File: src/rtl/quad_pkg.sv
// Shared definitions for the quadrature generator: FSM state encoding and
// the mapping from the 2-bit phase counter onto the (a,b) output pair.
package quad_pkg;

    typedef enum logic {
        ST_IDLE = 1'b0,
        ST_RUN  = 1'b1
    } state_t;

    // Gray-coded (a,b) for each phase; up steps walk 00->01->11->10->00.
    localparam logic [1:0] PH0_AB = 2'b00;
    localparam logic [1:0] PH1_AB = 2'b01;
    localparam logic [1:0] PH2_AB = 2'b11;
    localparam logic [1:0] PH3_AB = 2'b10;

    function automatic logic [1:0] phase_to_ab(input logic [1:0] p);
        logic [1:0] ab;
        case (p)
            2'd0:    ab = PH0_AB;
            2'd1:    ab = PH1_AB;
            2'd2:    ab = PH2_AB;
            2'd3:    ab = PH3_AB;
            default: ab = PH0_AB;
        endcase
        return ab;
    endfunction

endpackage

File: src/rtl/quad_gen_if.sv
// Command channel of the quadrature generator: valid/ready handshake with
// direction, step count and dwell, plus the abort request.
interface quad_gen_if #(
    parameter int WIDTH     = 8,
    parameter int DIV_WIDTH = 8
);
    logic                 cmd_valid;
    logic                 cmd_ready;
    logic                 cmd_dir;
    logic [WIDTH-1:0]     cmd_steps;
    logic [DIV_WIDTH-1:0] cmd_dwell;
    logic                 abort;

    modport master (
        output cmd_valid, cmd_dir, cmd_steps, cmd_dwell, abort,
        input  cmd_ready
    );

    modport slave (
        input  cmd_valid, cmd_dir, cmd_steps, cmd_dwell, abort,
        output cmd_ready
    );
endinterface

File: src/rtl/quad_tick.sv
// Dwell timer: loaded with D on command accept, then asserts o_tick on
// every D-th enabled clock so the first tick lands D clocks after the load.
module quad_tick #(
    parameter int DIV_WIDTH = 8
) (
    input  logic                 clk,
    input  logic                 reset_n,
    input  logic                 i_load,
    input  logic [DIV_WIDTH-1:0] i_dwell,
    input  logic                 i_en,
    output logic                 o_tick
);
    localparam logic [DIV_WIDTH-1:0] CNT_ONE = {{(DIV_WIDTH-1){1'b0}}, 1'b1};

    logic [DIV_WIDTH-1:0] r_d;
    logic [DIV_WIDTH-1:0] r_cnt;

    // Count down from D to 1, reloading D on the tick edge.
    always_ff @(posedge clk or negedge reset_n) begin
        if (!reset_n) begin
            r_d   <= {DIV_WIDTH{1'b0}};
            r_cnt <= {DIV_WIDTH{1'b0}};
        end else if (i_load) begin
            r_d   <= i_dwell;
            r_cnt <= i_dwell;
        end else if (i_en) begin
            if (r_cnt <= CNT_ONE) begin
                r_cnt <= r_d;
            end else begin
                r_cnt <= r_cnt - CNT_ONE;
            end
        end else begin
            r_cnt <= r_cnt;
        end
    end

    assign o_tick = i_en && (r_cnt == CNT_ONE);

endmodule

File: src/rtl/quad_gen.sv
// Quadrature step generator: accepts a (dir, steps, dwell) command and emits
// that many Gray-code transitions on a/b, one every D clocks, tracking the
// net position. An abort stops the command without a done pulse.
module quad_gen
    import quad_pkg::*;
#(
    parameter int WIDTH     = 8,
    parameter int DIV_WIDTH = 8
) (
    input  logic             clk,
    input  logic             reset_n,
    quad_gen_if.slave        cmd,
    output logic             a,
    output logic             b,
    output logic             busy,
    output logic             done,
    output logic [WIDTH-1:0] position
);
    localparam logic [DIV_WIDTH-1:0] DWELL_ONE = {{(DIV_WIDTH-1){1'b0}}, 1'b1};
    localparam logic [WIDTH-1:0]     STEP_ONE  = {{(WIDTH-1){1'b0}}, 1'b1};

    state_t               r_state;
    state_t               w_state_nxt;
    logic [1:0]           r_p;
    logic [1:0]           w_p_nxt;
    logic [1:0]           r_ab;
    logic [WIDTH-1:0]     r_pos;
    logic [WIDTH-1:0]     w_pos_nxt;
    logic [WIDTH-1:0]     r_left;
    logic [WIDTH-1:0]     w_left_nxt;
    logic                 r_dir;
    logic                 w_dir_nxt;
    logic                 r_done;
    logic                 w_done_nxt;
    logic                 w_accept;
    logic                 w_tick;
    logic [DIV_WIDTH-1:0] w_dwell;

    // A zero dwell behaves as one clock per transition.
    assign w_dwell  = (cmd.cmd_dwell == {DIV_WIDTH{1'b0}}) ? DWELL_ONE : cmd.cmd_dwell;
    assign w_accept = cmd.cmd_valid && (r_state == ST_IDLE);

    // Ready is gated by reset so it stays low for the whole reset window.
    assign cmd.cmd_ready = (r_state == ST_IDLE) && reset_n;

    quad_tick #(
        .DIV_WIDTH(DIV_WIDTH)
    ) u_tick (
        .clk     (clk),
        .reset_n (reset_n),
        .i_load  (w_accept),
        .i_dwell (w_dwell),
        .i_en    (r_state == ST_RUN),
        .o_tick  (w_tick)
    );

    // Next-state, step and done decode; abort outranks a coincident tick.
    always_comb begin
        w_state_nxt = r_state;
        w_p_nxt     = r_p;
        w_pos_nxt   = r_pos;
        w_left_nxt  = r_left;
        w_dir_nxt   = r_dir;
        w_done_nxt  = 1'b0;
        case (r_state)
            ST_IDLE: begin
                if (cmd.cmd_valid) begin
                    w_dir_nxt  = cmd.cmd_dir;
                    w_left_nxt = cmd.cmd_steps;
                    if (cmd.cmd_steps == {WIDTH{1'b0}}) begin
                        w_done_nxt = 1'b1;
                    end else begin
                        w_state_nxt = ST_RUN;
                    end
                end else begin
                    w_state_nxt = ST_IDLE;
                end
            end
            ST_RUN: begin
                if (cmd.abort) begin
                    w_state_nxt = ST_IDLE;
                end else if (w_tick) begin
                    if (r_dir) begin
                        w_p_nxt   = r_p + 2'd1;
                        w_pos_nxt = r_pos + STEP_ONE;
                    end else begin
                        w_p_nxt   = r_p - 2'd1;
                        w_pos_nxt = r_pos - STEP_ONE;
                    end
                    w_left_nxt = r_left - STEP_ONE;
                    if (r_left == STEP_ONE) begin
                        w_state_nxt = ST_IDLE;
                        w_done_nxt  = 1'b1;
                    end else begin
                        w_state_nxt = ST_RUN;
                    end
                end else begin
                    w_state_nxt = ST_RUN;
                end
            end
            default: begin
                w_state_nxt = ST_IDLE;
            end
        endcase
    end

    // State, phase, position and registered a/b/done outputs.
    always_ff @(posedge clk or negedge reset_n) begin
        if (!reset_n) begin
            r_state <= ST_IDLE;
            r_p     <= 2'd0;
            r_ab    <= 2'b00;
            r_pos   <= {WIDTH{1'b0}};
            r_left  <= {WIDTH{1'b0}};
            r_dir   <= 1'b0;
            r_done  <= 1'b0;
        end else begin
            r_state <= w_state_nxt;
            r_p     <= w_p_nxt;
            r_ab    <= phase_to_ab(w_p_nxt);
            r_pos   <= w_pos_nxt;
            r_left  <= w_left_nxt;
            r_dir   <= w_dir_nxt;
            r_done  <= w_done_nxt;
        end
    end

    assign a        = r_ab[1];
    assign b        = r_ab[0];
    assign busy     = (r_state == ST_RUN);
    assign done     = r_done;
    assign position = r_pos;

endmodule

File: src/flat_wrapper.sv
// flat-port wrapper written by rule: the top's interface ports become plain ports
module quad_gen_flat import quad_pkg::*;
#(
    parameter int WIDTH     = 8,
    parameter int DIV_WIDTH = 8
)
  (clk, reset_n, a, b, busy, done, position, cmd_cmd_valid, cmd_cmd_dir, cmd_cmd_steps, cmd_cmd_dwell, cmd_abort, cmd_cmd_ready);
  quad_gen_if #(.WIDTH(WIDTH), .DIV_WIDTH(DIV_WIDTH)) cmd_i ();
  input  logic clk;
  input  logic reset_n;
  output logic a;
  output logic b;
  output logic busy;
  output logic done;
  output logic [WIDTH-1:0] position;
  input wire logic [$bits(cmd_i.cmd_valid)-1:0] cmd_cmd_valid;
  input wire logic [$bits(cmd_i.cmd_dir)-1:0] cmd_cmd_dir;
  input wire logic [$bits(cmd_i.cmd_steps)-1:0] cmd_cmd_steps;
  input wire logic [$bits(cmd_i.cmd_dwell)-1:0] cmd_cmd_dwell;
  input wire logic [$bits(cmd_i.abort)-1:0] cmd_abort;
  output wire logic [$bits(cmd_i.cmd_ready)-1:0] cmd_cmd_ready;
  assign cmd_i.cmd_valid = cmd_cmd_valid;
  assign cmd_i.cmd_dir = cmd_cmd_dir;
  assign cmd_i.cmd_steps = cmd_cmd_steps;
  assign cmd_i.cmd_dwell = cmd_cmd_dwell;
  assign cmd_i.abort = cmd_abort;
  assign cmd_cmd_ready = cmd_i.cmd_ready;
  quad_gen #(.WIDTH(WIDTH), .DIV_WIDTH(DIV_WIDTH)) u_core (.clk(clk), .reset_n(reset_n), .cmd(cmd_i), .a(a), .b(b), .busy(busy), .done(done), .position(position));
endmodule
File: config.mk
export PLATFORM = sky130hd
export DESIGN_NAME = quad_gen_flat
export DESIGN_NICKNAME = d
export VERILOG_FILES = /design/src/rtl/quad_pkg.sv /design/src/rtl/quad_gen_if.sv /design/src/rtl/quad_tick.sv /design/src/rtl/quad_gen.sv /design/src/flat_wrapper.sv
export SDC_FILE = /design/constraint.sdc
export NUM_CORES = 1
export LEC_CHECK = 0
export ABC_CLOCK_PERIOD_IN_PS = 2150
export BUFFER_PORTS_ARGS = -buffer_cell sky130_fd_sc_hd__buf_2
export CORE_UTILIZATION = 51
export CTS_CLUSTER_DIAMETER = 200
export DETAILED_ROUTE_END_ITERATION = 8
export PLACE_DENSITY = 0.72
export REMOVE_ABC_BUFFERS = 1
export SYNTH_ARGS = -nofsm -noshare
export SYNTH_HDL_FRONTEND = slang
export SYNTH_SLANG_ARGS = --single-unit
File: constraint.sdc
create_clock -name clk -period 2.15 [get_ports clk]
set_clock_uncertainty 0.1 [all_clocks]
set_input_delay 0.1075 -clock clk [delete_from_list [all_inputs] [get_ports clk]]
set_output_delay 0.1075 -clock clk [all_outputs]
set_load 0.1 [all_outputs]
======== Yosys cells after proc, flatten, opt, wreduce, memory -nomap -nowiden ========
Index checks and enable logic that the tools add are counted.
cells by class
  multiplexer cells ....................... 26
  reduce and logical (&&, ||, !) cells .... 10
  eq/ne operators ......................... 8
  bitwise operators ....................... 2
  add/sub/neg operators ................... 6
  $lt $le $gt $ge ......................... 1
operators with widths
  cell                                                  number
  two-way mux 8 bit                                     8
  subtractor 8 x 1 -> 8 bit (second input constant)     3
  == test 8 x 1 -> 1 bit (second input constant)        2
  logical NOT 8 bit                                     2
  one-hot mux 8 bit (2 select lines)                    1
  two-way mux 1 bit                                     10
  adder 8 x 1 -> 8 bit (second input constant)          1
  <= comparator 8 x 1 -> 1 bit (second input constant)  1
  two-way mux 2 bit                                     4
  one-hot mux 2 bit (4 select lines)                    1
  inequality test 2 bit (second input constant)         3
  AND reduction 3 bit                                   2
  == test 2 bit (second input constant)                 2
  one-hot mux 1 bit (2 select lines)                    2
  logical AND 1 bit                                     3
  adder 2 x 1 -> 2 bit (second input constant)          1
  == test 2 x 1 -> 1 bit (second input constant)        1
  logical NOT 2 bit                                     1
  NOT 1 bit                                             2
  AND reduction 2 bit                                   1
  nonzero test 2 bit                                    1
  subtractor 2 x 1 -> 2 bit (second input constant)     1
word-level totals
  word-level logic and storage cells ...... 62
  register bits ........................... 39

======== Longest topological paths before layout ========
Gate-level depths: netlist of the first run.
  word-level depth ........................ 7
  depth in mapped cells ................... 8

======== Modules after synthesis ========
From an unflattened synthesis of the first run, not the netlist that was laid out.
unflattened totals
  cell total of the unflattened synthesis .. 256
  area, all modules ....................... 2376.0 sq um
modules (own cells, without submodules)
  module     cells an instance  seq. area each (sq um)  instances  area an instance (sq um)
  quad_gen   162                575.6                   1          1463.9
  quad_tick  94                 400.4                   1          912.1

======== Worst setup path after synthesis of the first run ========
No wires, ideal clock.
  path type ............................... register -> output
  from .................................... register u_core.r_state (netlist: u_core.busy)
  to ...................................... output port cmd_cmd_ready
  buffers on the path ..................... 2
  arrival time ............................ 2632 ps
  stages on the path, launching flop included .. 4
  path slack .............................. -689 ps
  required time ........................... 1942 ps
  path through ............................ dfrtp_1 -> clkbuf_1 -> buf_1 -> nor2b_1
between the ends
  word-level cells in the longest chain between the ends .. 2
RTL lines
  item                    line                source
  start, declared         quad_gen.sv:22      state_t r_state;
  start signal, assigned  quad_gen.sv:118     r_state <= w_state_nxt;
  NOT 1 bit (no line)     n/a
  logical AND 1 bit       quad_gen.sv:44      assign cmd.cmd_ready = (r_state == ST_IDLE) && reset_n;
  end, declared           flat_wrapper.sv:21  output wire logic [$bits(cmd_i.cmd_ready)-1:0] cmd_cmd_ready;
No other way between the ends.

======== Final worst setup path of the first run ========
  from .................................... register u_core.u_tick.r_cnt[1]
  to ...................................... register u_core.r_ab[1]
between the ends
  word-level cells in the longest chain between the ends .. 7
RTL lines
  item                                         line             source
  start, declared                              quad_tick.sv:16  logic [DIV_WIDTH-1:0] r_cnt;
  start signal, assigned                       quad_tick.sv:22  r_cnt <= {DIV_WIDTH{1'b0}};
  start signal, assigned                       quad_tick.sv:25  r_cnt <= i_dwell;
  start signal, assigned                       quad_tick.sv:28  r_cnt <= r_d;
  == test 8 x 1 -> 1 bit *                     quad_tick.sv:37  assign o_tick = i_en && (r_cnt == CNT_ONE);
  logical AND 1 bit *                          quad_tick.sv:37
  two-way mux 2 bit *                          quad_gen.sv:82   end else if (w_tick) begin
  two-way mux 2 bit *                          quad_gen.sv:80   if (cmd.abort) begin
  two-way mux 2 bit *                          quad_gen.sv:65   case (r_state)
  == test 2 bit, or another cell as far along  quad_pkg.sv:18   case (p)
  one-hot mux 2 bit (4 select lines) *         quad_pkg.sv:18
  end signal, assigned                         quad_gen.sv:120  r_ab <= phase_to_ab(w_p_nxt);
  end, declared                                quad_gen.sv:26   logic [1:0] r_ab;
Mark *: on every way between the ends. The rest lies on a longest branch, timed or not.
A chain may end at the register's enable or synchronous reset.

==> flow_metrics.py, run 1 <==
metrics = {
    "cts": {
        "cts-root-buf": "clkbuf_8",
        "cts_htree_levels": 2,
        "cts_tree": "yes",
        "cts_buffers": 5,
        "clk_path_buf_depth": 2,
        "cts_sinks": 39,
        "insertion_delay_ns": 0.29,
        "clkSlewWorstSetupHoldPaths_ns": 0.08,
    },
    "global_routing": {
        "grt_pass1_wl_um": 8740,
        "grt-ovfl-total": 0,
        "antenna_found_initial": 0,
        "grt_max_degree": 40,
        "grt_pass1_vias": 1900,
        "track_usage_pct": 22.9,
    },
    "power": {
        "sw_frac_of_total_pct": 39.3,
        "switchingPower_w": 0.00110,
        "power_w": 0.00280,
        "power_frac_clock_pct": 19.7,
        "irDropWorstVdd_uv": 648,
        "p_seq_share_pct": 36.3,
        "power_density_nw_per_um2": 956,
        "p_int_w": 0.00170,
        "power_leakage_nw": 1.38,
        "p_comb_share_pct": 44.0,
    },
    "detailed_routing": {
        "drt_wl_total_um": 5440,
        "viasPerCell": 5.58,
        "num_vias": 2015,
        "first_pass_iters": 4,
        "routedWlPerCell_um": 15.1,
        "first_iter_violations": 102,
        "detail-route-antenna-nets": 0,
        "drc": 0,
    },
    "sta": {
        "slew_headroom_pct": 66.5,
        "tightest_slew_ns": 0.503,
        "period_needed_ns": 2.12,
        "setup_violations": 0,
        "finalMaxSlewViolations": 0,
        "fin_setup_tns_ns": 0,
        "grt_setup_unrepaired": "yes",
        "post-route-period-util_pct": 98.5,
        "hold_violations": 0,
        "fmax_ghz": 0.472,
    },
    "critical_path": {
        "critPathMaxFanout": 5,
        "critPathLaunchType": "flip-flop",
        "slowest_stage": "or3_4",
        "end_kind": "flip-flop",
        "required_ns": 2.23,
        "arrival_ns": 2.19,
        "path_cells": "inv_2 -> ha_4 -> or3b_4 -> or3_4 -> buf_4 -> a311o_1",
        "max_stage_delay_ns": 0.42,
        "crit_type": "flip-flop to flip-flop",
    },
    "yosys": {
        "netlist_area_um2": 2290,
        "syn_inst": 241,
        "avgSynthCellArea_um2": 9.51,
        "synthTopCellsByArea": "dfrtp_1 (43%), ha_1 (6.0%), a21oi_1 (5.0%)",
        "synth.largest_area_cell": "dfrtp_1",
        "yosys_warnings": 0,
        "ys_types": 42,
        "yosysSeqAreaShare_pct": 42.6,
        "ys_ff_latch": 39,
        "yosysTopAreaCellShare_pct": 42.6,
    },
    "min_path": {
        "hold_path.class": "input pin to flip-flop",
    },
    "die": {
        "dieArea_um2": 4760,
        "io-pin-count": 34,
        "start_util_pct": 53.0,
        "die_w_um": 69.0,
        "fp.dieH_um": 69.0,
        "core_area_um2": 4320,
        "num_rows": 24,
    },
    "place": {
        "place_congestion": 0.838,
        "io_buffers": 33,
        "dp_cells": 340,
        "dp_hpwl_um": 3720,
    },
    "cells_and_area": {
        "num-nets-final": 341,
        "final-instance-count-excl-fill": 361,
        "final_common_cell": "dfrtp_1",
        "diodes": 0,
        "final_cell_mix": "dfrtp_1 (39), buf_2 (33), buf_4 (30)",
        "drive_gt1_share_pct": 30.1,
        "area_delta_synth_final_pct": 28.1,
    },
    "outcome": {
        "status": "finished clean",
    },
    "job": {
        "maxCapViolations": 0,
    },
}
## cell type report
cell class	instances	area (µm²)
Fill cell	357	1390
Multi-Input combinational cell	181	1280
Sequential cell	39	976
Timing Repair Buffer	72	480
Clock buffer	8	100
Tap cell	52	65.1
Inverter	9	33.8
## cell families (layout without fill, tap and decap cells)
kind of cell,count (synthesis),in the layout,share of synthesized area [%]
xor+xnor,16,16,6.12
fa+ha+maj,12,12,6.88
mux,14,14,6.55
buf+inv,21,89,3.60
simple gates,75,75,16.7
flops,39,39,42.6
compound gates,64,64,17.6
## layer usage
layer / track usage [%] / vias to the layer above / wire length [µm]
li1: - / 1000 / -
met1: 29.4 / 968 / 2590
met2: 39.3 / 42 / 2660
met3: 4.97 / 5 / 148
met4: 5.44 / 0 / 45
met5: 0 / - / 0
## cells in the mapped netlist
library cell  instances
mux2_2                8
inv_1                 9
or3_1                 3
mux2i_1               6
or2_0                 1
a31oi_1               1
o211a_1               1
nor3b_1               2
nor2b_1               6
nor3_2                1
clkbuf_1              8
ha_1                 11
or4b_2                1
a21o_1                3
a211oi_1              7
fa_1                  1
or3b_2                1
nor2_1               17
nor4_1                6
o211ai_1              1
o41ai_1               1
a21oi_1              23
o21ba_2               1
o21ai_0              14
o31ai_2               1
a31o_2                1
buf_2                 3
nor3_1                6
a311o_1               1
buf_1                 1
nand2b_1              3
o21bai_1              1
dfrtp_1              39
o31ai_1               1
nand3_1               6
or4_1                 2
o221a_2               2
nand4_1               2
xor2_1                5
o22ai_1               5
nand2_1              18
xnor2_1              11
## flip-flops by register name, summed over array words and instances (netlist names)
| name | cells |
|---|---|
| u_core.busy | 1 |
| u_core.done | 1 |
| u_core.position | 8 |
| u_core.r_ab | 2 |
| u_core.r_dir | 1 |
| u_core.r_left | 8 |
| u_core.r_p | 2 |
| u_core.u_tick.r_cnt | 8 |
| u_core.u_tick.r_d | 8 |
## timing repair
item | CTS | global route
endpoints found under the hold margin | 47 | 0
pin swaps | 1 | 6
endpoints found under the setup margin | 3 | 6
hold buffers | 9 | 0
setup buffers | 1 | 3
resized for setup | 3 | 6
## power by group through the flow
stage / clock network [W] / registers, W / logic [W]
floorplan: 0 / 0.00125 / 0.000566
global placement: 0 / 0.00102 / 0.00116
detailed placement: 0 / 0.00102 / 0.00118
CTS: 0.000562 / 0.00101 / 0.00120
global route: 0.000589 / 0.00104 / 0.00134
finish: 0.000553 / 0.00102 / 0.00123
## worst max-delay path, delay by kind of cell (launching register included)
family	cells	cell delay [ns]
flops	1	0.39
simple gates	2	0.82
buf+inv	2	0.23
compound gates	1	0.34
fa+ha+maj	1	0.12
## metrics by stage
stage / hold slack [ns] / utilization [%] / setup WS (ns) / instance area, µm²
after floorplan: -0.288 / - / -0.851 / 2240
after global placement: 0.127 / 61.8 / -0.0789 / 2670
after detailed placement: 0.131 / 61.8 / -0.127 / 2670
after CTS: 0.0170 / 66.7 / 0.0275 / 2880
after global routing: 0.0322 / 67.9 / -0.0444 / 2940
final: 0.0246 / 67.9 / 0.0326 / 2940
## final timing paths
check                                              startpoint                               end  slack (ns)  cells past startpoint
setup / recovery           u_core.u_tick.r_cnt[1]$_DFFE_PN0P_          u_core.r_ab[1]$_DFF_PN0_        0.03                      6
hold / removal                               cmd_cmd_steps[6]      u_core.r_left[6]$_DFFE_PN0P_        0.02                      3
setup reg to reg           u_core.u_tick.r_cnt[1]$_DFFE_PN0P_          u_core.r_ab[1]$_DFF_PN0_        0.03                      6
hold reg to reg                u_core.position[7]$_DFFE_PN0P_    u_core.position[7]$_DFFE_PN0P_        0.40                      1
max in group asynchronous                             reset_n      u_core.r_left[3]$_DFFE_PN0P_        1.27                      3
min in group asynchronous                             reset_n  u_core.u_tick.r_d[5]$_DFFE_PN0P_        0.32                      3
No activity file was read; power rests on OpenSTA's default activity.
==> run 2, diff against run 1 <==
--- a/config.mk
+++ b/config.mk
@@ -6,12 +6,14 @@
 export NUM_CORES = 1
 export LEC_CHECK = 0
 export ABC_CLOCK_PERIOD_IN_PS = 2150
-export BUFFER_PORTS_ARGS = -buffer_cell sky130_fd_sc_hd__buf_2
+export BUFFER_PORTS_ARGS = -buffer_cell sky130_fd_sc_hd__buf_4
 export CORE_UTILIZATION = 51
 export CTS_CLUSTER_DIAMETER = 200
 export DETAILED_ROUTE_END_ITERATION = 8
+export MAX_ROUTING_LAYER = met4
 export PLACE_DENSITY = 0.72
 export REMOVE_ABC_BUFFERS = 1
+export SETUP_SLACK_MARGIN = 0.05
 export SYNTH_ARGS = -nofsm -noshare
 export SYNTH_HDL_FRONTEND = slang
 export SYNTH_SLANG_ARGS = --single-unit
==> flow_metrics.py, run 2 (synthesis results as in run 1) <==
metrics = {
    "cells_and_area": {
        "area_delta_synth_final_pct": 34.7,
        "final_common_cell": "buf_4",
        "num-nets-final": 342,
        "diodes": 0,
        "final_cell_mix": "buf_4 (58), dfrtp_1 (39), a21oi_1 (23)",
        "finalInstanceArea_um2": 3090,
        "fillerInstances": 343,
        "drive_gt1_share_pct": 31.4,
    },
    "detailed_routing": {
        "first_pass_iters": 4,
        "num_vias": 2024,
        "drc": 0,
        "routedWlPerCell_um": 15.0,
        "detail-route-antenna-nets": 0,
        "viasPerCell": 5.61,
        "first_iter_violations": 128,
        "drt_wl_total_um": 5420,
    },
    "critical_path": {
        "crit_type": "flip-flop to flip-flop",
        "ff2ff_path_depth": 8,
        "end_kind": "flip-flop",
        "critPathMaxFanout": 3,
        "r2r_start": "u_core.u_tick.r_cnt[1]$_DFFE_PN0P_",
        "path_cells": "inv_2 -> ha_4 -> or3b_4 -> nor3_4 -> nand2_2 -> xnor2_2 -> ha_2 -> a311o_1",
        "worstSetupPathDepth": 8,
        "max_stage_delay_ns": 0.40,
        "r2r_slack_ns": 0.02,
        "cpLargestDelayFamily": "simple AND/OR/NAND/NOR gates",
        "path_buf_inv": 1,
        "required_ns": 2.23,
        "crit_start": "u_core.u_tick.r_cnt[1]$_DFFE_PN0P_",
        "arrival_ns": 2.21,
        "critPathLaunchType": "flip-flop",
        "slowest_stage": "dfrtp_1",
    },
    "sta": {
        "tightest_slew_ns": 0.497,
        "fmax_ghz": 0.470,
        "slew_headroom_pct": 66.9,
        "post-route-period-util_pct": 98.9,
        "period_needed_ns": 2.13,
        "whs_ns": 0.0179,
        "hold_violations": 0,
        "worst_slack_ns": 0.0242,
        "finalMaxSlewViolations": 0,
        "setup_violations": 0,
        "grt_setup_unrepaired": "yes",
    },
    "die": {
        "die_w_um": 69.0,
        "core_area_um2": 4320,
        "fp.dieH_um": 69.0,
        "start_util_pct": 53.0,
        "io-pin-count": 34,
        "dieArea_um2": 4760,
        "num_rows": 24,
    },
    "place": {
        "place_ws_ns": -0.0800,
        "dp_hpwl_um": 3710,
        "placed_area_um2": 2760,
        "place_congestion": 0.782,
        "io_buffers": 33,
    },
    "min_path": {
        "hold_path.class": "input pin to flip-flop",
        "whs_path_depth": 2,
        "hp-start": "cmd_cmd_steps[3]",
    },
    "outcome": {
        "status": "finished clean",
    },
    "cts": {
        "insertion_delay_ns": 0.29,
        "clkSlewWorstSetupHoldPaths_ns": 0.08,
        "cts_buffers": 5,
        "cts_tree": "yes",
        "cts_htree_levels": 2,
        "cts-root-buf": "clkbuf_8",
        "clk_path_buf_depth": 2,
        "cts_sinks": 39,
    },
    "global_routing": {
        "track_usage_pct": 24.0,
        "antenna_found_initial": 0,
        "grt-ovfl-total": 0,
        "grt_pass1_wl_um": 8860,
        "grt_max_degree": 40,
        "grt_pass1_vias": 1990,
    },
    "power": {
        "irDropWorstVdd_uv": 568,
        "power_density_nw_per_um2": 945,
        "power_leakage_nw": 1.42,
    },
    "job": {
        "maxCapViolations": 0,
    },
}
run 2: final timing paths:
kind,endpoint
max,u_core.r_ab[1]$_DFF_PN0_
min,u_core.r_left[3]$_DFFE_PN0P_
max reg2reg,u_core.r_ab[1]$_DFF_PN0_
min reg2reg,u_core.position[7]$_DFFE_PN0P_
max in group asynchronous,u_core.u_tick.r_d[7]$_DFFE_PN0P_
min in group asynchronous,u_core.u_tick.r_d[5]$_DFFE_PN0P_
run 2: worst reg2reg max path, delay by kind of cell (launching register included):
family	cells	cell delay, ns
AOI/OAI and AO/OA	1	0.26
buffers and inverters	1	0.08
xor gates and xnor gates	1	0.16
DFF	1	0.40
and+or+nand+nor	3	0.71
adders and majority gates	2	0.30
run 2: power breakdown:
part	switching, W	leakage, nW	internal, W
registers	0.000125	0.484	0.000899
logic	0.000738	0.884	0.000551
clock network	0.000262	0.0513	0.000340
total	0.00113	1.42	0.00179
run 2: timing repair:
item / CTS / global route
gates resized for setup: 3 / 20
pin swaps: 0 / 11
endpoints found under the hold margin: 48 / 0
setup buffers: 1 / 3
hold buffers: 10 / 0
endpoints found under the setup margin: 12 / 14
run 2: metal layers:
layer | track usage, % | vias to the layer above | wire (µm)
met5 | - | - | 0
met3 | 5.99 | 10 | 160
li1 | - | 996 | -
met1 | 28.3 | 980 | 2430
met4 | 8.16 | 0 | 88
met2 | 40.1 | 38 | 2740
run 2: per-stage QoR:
| step | power [W] | TNS (ns) | utilization (%) | cells |
|---|---|---|---|---|
| 2_1_floorplan | 0.00181 | -19.46 | - | 229 |
| 3_3_place_gp | 0.00219 | -0.105 | 63.7 | 340 |
| 3_5_place_dp | 0.00221 | -0.219 | 63.7 | 340 |
| 4_1_cts | 0.00284 | 0 | 68.9 | 358 |
| 5_1_grt | 0.00308 | -0.0557 | 71.4 | 361 |
| 6_report | 0.00292 | 0 | 71.4 | 361 |
run 2: cell type report:
cell class                 count  area (µm²)  share of cell area (%)
clock buffer                   6        72.6                    2.35
sequential                    39         976                    31.6
multi-input combinational    181        1320                    42.7
clock inverter                 1        30.0                   0.973
tap                           52        65.1                    2.11
inverter                       9        33.8                    1.09
timing repair buffer          73         592                    19.2
